[src/rtl/cpu_types_pkg.sv]
// Shared types for the pipeline control slice: controller state encoding,
// the hard-wired zero register index and a register-match helper.
package cpu_types_pkg;

  typedef enum logic [1:0] {
    RUN     = 2'd0,
    LDSTALL = 2'd1,
    DWAIT   = 2'd2,
    HALTED  = 2'd3
  } pctrl_state_t;

  localparam logic [4:0] REG_ZERO = 5'd0;

  // A writer only conflicts with a reader when it targets a real register.
  function automatic logic regConflict(input logic wen, input logic [4:0] wsel,
                                       input logic [4:0] rsel);
    return wen && (wsel != REG_ZERO) && (wsel == rsel);
  endfunction

endpackage

[src/rtl/hazard_detect.sv]
// Combinational RAW hazard detection for the decode stage.
// PIPELINE_CTRL_FORWARDING_EN defined: only a load in EX feeding ID stalls.
// Undefined: any pending EX or MEM writer of an ID source register stalls.
module hazard_detect
  import cpu_types_pkg::*;
(
  input  logic       idUsesRt,
  input  logic [4:0] idRs,
  input  logic [4:0] idRt,
  input  logic       exWen,
  input  logic       exMemToReg,
  input  logic [4:0] exWsel,
  input  logic       memWen,
  input  logic [4:0] memWsel,
  output logic       hazard
);

  logic exRaw;
  logic memRaw;
  logic loadUse;

  // Source-operand matches against each downstream writer; rt only counts when read.
  always_comb begin
    exRaw   = regConflict(exWen, exWsel, idRs) ||
              (idUsesRt && regConflict(exWen, exWsel, idRt));
    memRaw  = regConflict(memWen, memWsel, idRs) ||
              (idUsesRt && regConflict(memWen, memWsel, idRt));
    loadUse = exMemToReg && exRaw;
`ifdef PIPELINE_CTRL_FORWARDING_EN
    hazard  = loadUse;
`else
    hazard  = loadUse || exRaw || memRaw;
`endif
  end

endmodule

[src/rtl/pipeline_ctrl.sv]
// Pipeline latch control: stalls, flushes, data-wait freeze and halt.
// PIPELINE_CTRL_FORWARDING_EN selects load-use-only stalling with a one-cycle
// LDSTALL state; without it every RAW stalls and is re-checked each cycle.
module pipeline_ctrl
  import cpu_types_pkg::*;
#(
  parameter int STALLW = 16
) (
  input  logic              CLK,
  input  logic              RST,
  input  logic              ihit,
  input  logic              dhit,
  input  logic [4:0]        id_rs,
  input  logic [4:0]        id_rt,
  input  logic              id_uses_rt,
  input  logic              ex_WEN,
  input  logic              ex_MemToReg,
  input  logic [4:0]        ex_wsel,
  input  logic              mem_WEN,
  input  logic [4:0]        mem_wsel,
  input  logic              mem_dREN,
  input  logic              mem_dWEN,
  input  logic              mem_halt,
  input  logic              ex_brtaken,
  input  logic              ex_jump,
  output logic              pc_W,
  output logic              ifid_W,
  output logic              ifid_RST,
  output logic              idex_W,
  output logic              idex_RST,
  output logic              exmem_W,
  output logic              exmem_RST,
  output logic              memwb_W,
  output logic              halt_o,
  output logic [STALLW-1:0] stall_cnt
);

  pctrl_state_t      state;
  pctrl_state_t      nextState;
  pctrl_state_t      stallState;
  logic [STALLW-1:0] stallCnt;
  logic              hazard;
  logic              stallReq;
  logic              dataWait;
  logic              ctrlXfer;

  hazard_detect uHazard (
    .idUsesRt  (id_uses_rt),
    .idRs      (id_rs),
    .idRt      (id_rt),
    .exWen     (ex_WEN),
    .exMemToReg(ex_MemToReg),
    .exWsel    (ex_wsel),
    .memWen    (mem_WEN),
    .memWsel   (mem_wsel),
    .hazard    (hazard)
  );

  assign dataWait = (mem_dREN || mem_dWEN) && !dhit;
  assign ctrlXfer = ex_brtaken || ex_jump;

`ifdef PIPELINE_CTRL_FORWARDING_EN
  // The bubble inserted by a load-use stall resolves it, so skip re-checking once.
  assign stallReq   = hazard && (state != LDSTALL);
  assign stallState = LDSTALL;
`else
  assign stallReq   = hazard;
  assign stallState = RUN;
`endif

  // Prioritised latch enables/clears and next-state selection.
  always_comb begin
    pc_W      = 1'b1;
    ifid_W    = 1'b1;
    ifid_RST  = 1'b0;
    idex_W    = 1'b1;
    idex_RST  = 1'b0;
    exmem_W   = 1'b1;
    exmem_RST = 1'b0;
    memwb_W   = 1'b1;
    nextState = RUN;
    if (RST) begin
      pc_W      = 1'b0;
      ifid_RST  = 1'b1;
      idex_RST  = 1'b1;
      exmem_RST = 1'b1;
    end else if (state == HALTED) begin
      pc_W      = 1'b0;
      ifid_W    = 1'b0;
      idex_W    = 1'b0;
      exmem_W   = 1'b0;
      memwb_W   = 1'b0;
      nextState = HALTED;
    end else if (dataWait) begin
      pc_W      = 1'b0;
      ifid_W    = 1'b0;
      idex_W    = 1'b0;
      exmem_W   = 1'b0;
      memwb_W   = 1'b0;
      nextState = DWAIT;
    end else if (ctrlXfer) begin
      ifid_RST  = 1'b1;
      idex_RST  = 1'b1;
    end else if (stallReq) begin
      pc_W      = 1'b0;
      ifid_W    = 1'b0;
      idex_RST  = 1'b1;
      nextState = stallState;
    end else if (!ihit) begin
      pc_W      = 1'b0;
      ifid_RST  = 1'b1;
    end
    // A halt instruction retiring into WB stops the machine from next cycle on.
    if (!RST && mem_halt && memwb_W) begin
      nextState = HALTED;
    end
  end

  // State, halt flag and saturating stall counter.
  always_ff @(posedge CLK) begin
    if (RST) begin
      state    <= RUN;
      stallCnt <= '0;
      halt_o   <= 1'b0;
    end else begin
      state  <= nextState;
      halt_o <= (nextState == HALTED);
      if (!pc_W && (state != HALTED) && (stallCnt != '1)) begin
        stallCnt <= stallCnt + 1'b1;
      end
    end
  end

  assign stall_cnt = stallCnt;

endmodule

[config.mk]
export PLATFORM = sky130hd
export DESIGN_NAME = pipeline_ctrl
export DESIGN_NICKNAME = d
export VERILOG_FILES = /design/src/rtl/cpu_types_pkg.sv /design/src/rtl/hazard_detect.sv /design/src/rtl/pipeline_ctrl.sv
export SDC_FILE = /design/constraint.sdc
export NUM_CORES = 1
export LEC_CHECK = 0
export CAP_MARGIN = 0
export CORE_ASPECT_RATIO = 0.7
export CORE_MARGIN = 8
export CORE_UTILIZATION = 45
export DETAILED_ROUTE_END_ITERATION = 7
export PLACE_DENSITY_LB_ADDON = 0.2
export SKIP_LAST_GASP = 1
export SYNTH_ARGS = -nofsm -noshare
export SYNTH_HDL_FRONTEND = slang
export SYNTH_SLANG_ARGS = --single-unit
[constraint.sdc]
create_clock -name CLK -period 3.5 [get_ports CLK]
set_input_delay 0.525 -clock CLK [delete_from_list [all_inputs] [get_ports CLK]]
set_output_delay 0.525 -clock CLK [all_outputs]
set_load 0.05 [all_outputs]
== Yosys cells after proc, flatten, opt, wreduce, memory -nomap -nowiden ==
Index checks and enable logic that the tools add are counted.
Operators by class
  add/subtract/negate cells: 1
  eq/ne operators: 8
  mux-type cells: 30
  reductions and logical operators: 25
Operators with widths (number)
  $mux 1: 26
  $eq 5x5->1: 4
  $add 16x1->16 const B: 1
  $ne 16x16->1 const B: 1
  $logic_and 1x1->1: 14
  $reduce_bool 5->1: 2
  $mux 2: 4
  $logic_or 1x1->1: 6
  $eq 2x2->1 const B: 2
  $logic_not 1->1: 3
  $ne 2x2->1 const B: 1
Word-level totals
  register bits: 19
  input bits: 33
  output and inout port bits: 25
  logic and storage cells: 67

== Longest topological paths before layout ==
  depth in word-level cells: 16
  depth in mapped cells: 8
  mapped depth without buffers: 7

== Cells and area by module ==
A second synthesis with hierarchy kept.
Unflattened totals
  cell total of the unflattened synthesis: 155
  area, all modules: 1298.7 sq um
By module, submodules not included
  pipeline_ctrl: times used 1, cells each 121, area each 1041.0 sq um, seq. area each 380.4 sq um
  hazard_detect: times used 1, cells each 34, area each 257.7 sq um, seq. area each 0.0 sq um

== Worst setup path before layout ==
OpenSTA, ideal clock, no wires.
  kind: input to output
  start: input port ex_wsel[1]
  end: output port pc_W
  arrival time: 2.252 ns
  required time: 2.975 ns
  path slack: 0.723 ns
  stages: 5
  path buffers: 0
  cells stage by stage: or4_1 > o21ai_2 > nor3_2 > a22o_1 > nor2_1
On the way
  cells in the longest elaborated chain, start to end: 13
  elaborated cells between the ends (all ways): 16
  classes of those cells: 2 x eq/ne; 5 x mux; 9 x reduce/logical
RTL lines
  from (decl): line pipeline_ctrl.sv:18  | input logic [4:0] ex_wsel,
  $reduce_bool 5->1: line cpu_types_pkg.sv:17  | return wen && (wsel != REG_ZERO) && (wsel == rsel);
  $logic_and 1x1->1 (2 in a row): line cpu_types_pkg.sv:17
  $logic_and 1x1->1: line hazard_detect.sv:25  | (idUsesRt && regConflict(exWen, exWsel, idRt));
  $logic_or 1x1->1 (*): line hazard_detect.sv:24  | exRaw = regConflict(exWen, exWsel, idRs) ||
  $logic_and 1x1->1: line hazard_detect.sv:28  | loadUse = exMemToReg && exRaw;
  $logic_or 1x1->1 (*) (2 in a row): line hazard_detect.sv:32  | hazard = loadUse || exRaw || memRaw;
  $mux 1 (*): line pipeline_ctrl.sv:104  | end else if (stallReq) begin
  $mux 1 (*): line pipeline_ctrl.sv:101  | end else if (ctrlXfer) begin
  $mux 1 (*): line pipeline_ctrl.sv:94  | end else if (dataWait) begin
  $mux 1 (*): line pipeline_ctrl.sv:87  | end else if (state == HALTED) begin
  $mux 1 (*): line pipeline_ctrl.sv:82  | if (RST) begin
  to (decl): line pipeline_ctrl.sv:26  | output logic pc_W,
Mark *: on every way between the ends. The rest lies on a longest branch, timed or not.

== Worst setup path in the final report ==
  start: input port ex_wsel[1]
  end: output port ifid_RST
On the way
  cells in the longest elaborated chain, start to end: 13
  elaborated cells between the ends (all ways): 16
  classes of those cells: 2 x eq/ne; 5 x mux; 9 x reduce/logical
RTL lines
  $reduce_bool 5->1: line cpu_types_pkg.sv:17
  $logic_and 1x1->1 (2 in a row): line cpu_types_pkg.sv:17
  $logic_and 1x1->1: line hazard_detect.sv:25
  $logic_or 1x1->1 (*): line hazard_detect.sv:24
  $logic_and 1x1->1: line hazard_detect.sv:28
  $logic_or 1x1->1 (*) (2 in a row): line hazard_detect.sv:32
  $mux 1 (*): line pipeline_ctrl.sv:104
  $mux 1 (*): line pipeline_ctrl.sv:101
  $mux 1 (*): line pipeline_ctrl.sv:94
  $mux 1 (*): line pipeline_ctrl.sv:87
  $mux 1 (*): line pipeline_ctrl.sv:82
  to (decl): line pipeline_ctrl.sv:28  | output logic ifid_RST,
Marks and branches as above.

==> reports/results.tsv <==
stage	metric	value	unit
detailed_routing	Remaining DRCs	0	
critical_path	R2R depth	7	
clock_tree	clk buf depth	2	
global_route	first-pass GRT wire length	6.15	mm
detailed_routing	Via Count	1384	
critical_path	CP top delay family	simple AND/OR/NAND/NOR gates	
yosys	syn nets	196	
critical_path	startpoint types	input port	
cells_and_area	most common cell after layout, fill and taps aside	clkdlybuf4s50_1	
global_route	all-layer global routing usage	15.7	%
die	Initial Utilization	47.7	%
critical_path	Buf/Inv on CP	2	
clock_tree	buffers inserted by post-CTS timing repair	0	
critical_path	crit path capture type	output port	
global_route	initial antenna violation count	0	
critical_path	Setup Crit Path Kind	input port to output port	
job	max_cap viols	0	
die	chip width	81.3	um
global_route	GRT overflow	0	
clock_tree	clk root buf	clkbuf_8	
detailed_routing	Via density	5.49	
timing	Slew @ Worst Pin	0.664	ns
cells_and_area	fin nets	251	
min_path	worst min path class	flip-flop to flip-flop	
power_and_ir_drop	Power Dens Cells	294	nW/um2
detailed_routing	antenna-violating nets left	0	
critical_path	Crit path arrival time	2.65	ns
critical_path	slowest CP cell	or4_1	
clock_tree	clk slew on worst S/H paths	0.07	ns
cells_and_area	share of cells above drive strength 1	10.2	%
detailed_routing	DRT Wirelength	3.93	mm
yosys	YS warnings	0	
global_route	largest net degree at the start of global routing	31	
die	I/O Pins	58	
critical_path	RR Endpoint	stall_cnt[3]	
placement	dpl hpwl	3.25	mm
timing	Slew HR	54.6	%
timing	fin crit share	90.6	%
timing	Worst Clk Skew	0.00213	ns
clock_tree	clock tree from TritonCTS	done	
yosys	sequential area share after synthesis	28.3	%
global_route	vias in the first global route	1243	
detailed_routing	first drt pass iteration count	4	
timing	RSZ-0062 raised after global routing	no	
yosys	top_reg_cell synth	dfxtp_1	
min_path	HP Start	stall_cnt[12]	
critical_path	max incr delay on CP	0.61	ns
power_and_ir_drop	Max IR drop VDD	0.000301	V
cells_and_area	Area Growth Syn to Fin	47.3	%
clock_tree	post-CTS resize count	0	
die	Die Y	61.7	um
critical_path	crit path to	ifid_RST	
yosys	EDFF count, synth	0	
critical_path	CP required	2.97	ns
run_status	status	finished, final reports clean	
critical_path	WP depth	8	
critical_path	flop-to-flop setup slack	1.26	ns
yosys	post-synthesis instance total	162	
die	Core Area	2820	um2
critical_path	Worst Setup SP	ex_wsel[1]	
detailed_routing	DR iter-0 viols	67	
cells_and_area	end-of-flow core utilization	70.2	%
placement	I/O Buffers	56	
detailed_routing	WL/cell	15.6	um
yosys	fraction of registers with async set/reset	0	%
critical_path	critical-path cell list	clkdlybuf4s50_1 -> or4_1 -> o21ai_2 -> nor3_2 -> a22o_1 -> nor2_1 -> a21o_1 -> buf_12	
timing	Fin Setup TNS	0	ns
clock_tree	number of CTS-inserted buffers	3	
yosys	Syn Area/Cell	8.30	um2
cells_and_area	commonest non-fill, non-tap cells in the layout	clkdlybuf4s50_1, xnor2_1, nor2_1	
clock_tree	H-Tree Depth	1	
clock_tree	clk_lat worst skew	0.26	ns
yosys	distinct cell type count after synthesis	44	
timing	fin crit period	3.17	ns
critical_path	RR Startpoint	stall_cnt[6]	
power_and_ir_drop	Lkg Pwr	0.000677	uW
timing	Highest Clock Rate	315	MHz
yosys	synthesized cell area	1350	um2
timing	final hold vios	0	
timing	Final Setup Violations	0	
cells_and_area	antenna fix cells	0	
yosys	#FFs+latches synth	19	
timing	max-slew violation count	0	
critical_path	CP max FO	4	
clock_tree	CTS sink count	19	
power_and_ir_drop	Pwr Total	584	uW
die	die area	5020	um2
placement	Placer Congestion	0.891	
die	Cell Rows	16	
clock_tree	hold buffers post-CTS	0	
[layer usage]
layer | share of wire, % | global-route usage (%)
met2 | 46 | 25.6
met4 | 0.43 | 2.28
met3 | 8.2 | 4.60
met5 | 0 | 0
met1 | 45 | 20.4
[stage by stage]
| step | cells | area, um2 | worst slack [ns] | hold WS [ns] |
|---|---|---|---|---|
| after floorplan | 162 | 1350 | 0.723 | 0.539 |
| after global placement | 248 | 1940 | 0.393 | 0.506 |
| after detailed placement | 248 | 1940 | 0.337 | 0.513 |
| after CTS | 252 | 1980 | 0.329 | 0.525 |
| after global routing | 252 | 1980 | 0.219 | 0.566 |
| final | 252 | 1980 | 0.328 | 0.526 |
[state kept, by name (all words and copies together), names as in the netlist]
name       cells
stall_cnt     16
halt_o         1
state          2
[how the worst min path moves through the flow]
stage	endpoint	cells after the start
floorplan	halt_o	2
global placement	stall_cnt[12]	2
detailed placement	stall_cnt[12]	2
CTS	stall_cnt[12]	2
global route	stall_cnt[12]	2
finish	stall_cnt[12]	2
[cells in the mapped netlist (2+ instances only)]
cell type	count	area (um2)
a2111oi_0	3	26.3
a21oi_1	8	40.0
buf_4	3	22.5
clkbuf_1	2	7.51
dfxtp_1	19	380
inv_1	2	7.51
mux2_1	4	45.0
nand2_1	12	45.0
nand2b_1	2	12.5
nand3_1	8	40.0
nand3b_1	3	22.5
nand4_1	8	50.1
nor2_1	20	75.1
nor2b_1	4	25.0
nor3_1	4	20.0
o21ai_1	4	20.0
o22a_1	2	17.5
or2_2	2	12.5
or3_1	3	18.8
or4_1	2	15.0
xnor2_1	24	210
[final cells by class]
type	instances	area [um2]
Clock buffer	3	41.3
Clock inverter	1	5.00
Fill cell	211	841
Inverter	2	7.51
Multi-Input combinational cell	134	912
Sequential cell	19	380
Tap cell	36	45.0
Timing Repair Buffer	57	591
[worst register-to-register path, delay by kind of cell, from the launching register on]
kind / cells / cell delay (ns)
multiplexers: 1 / 0.33
AND/OR/NAND/NOR: 4 / 0.77
AO/OA/AOI/OAI: 2 / 0.61
flip-flops: 1 / 0.43
[where the power goes]
part	switching [uW]	total [uW]	internal [uW]	leakage, uW
logic	106	195	89.6	0.000497
clock network	79.3	159	79.4	0.0000255
registers	6.62	230	223	0.000154
[cells by family (layout without fill, tap and decap cells)]
group / count (synthesis) / count (layout) / synth area share, %
xor+xnor: 25 / 25 / 16.3
simple gates: 69 / 69 / 25.8
buf+inv: 9 / 63 / 3.91
mux: 5 / 5 / 4.09
flops: 19 / 19 / 28.3
fa+ha+maj: 1 / 1 / 0.930
compound gates: 34 / 34 / 20.7
Note: power is estimated with default switching activity, not from simulation.
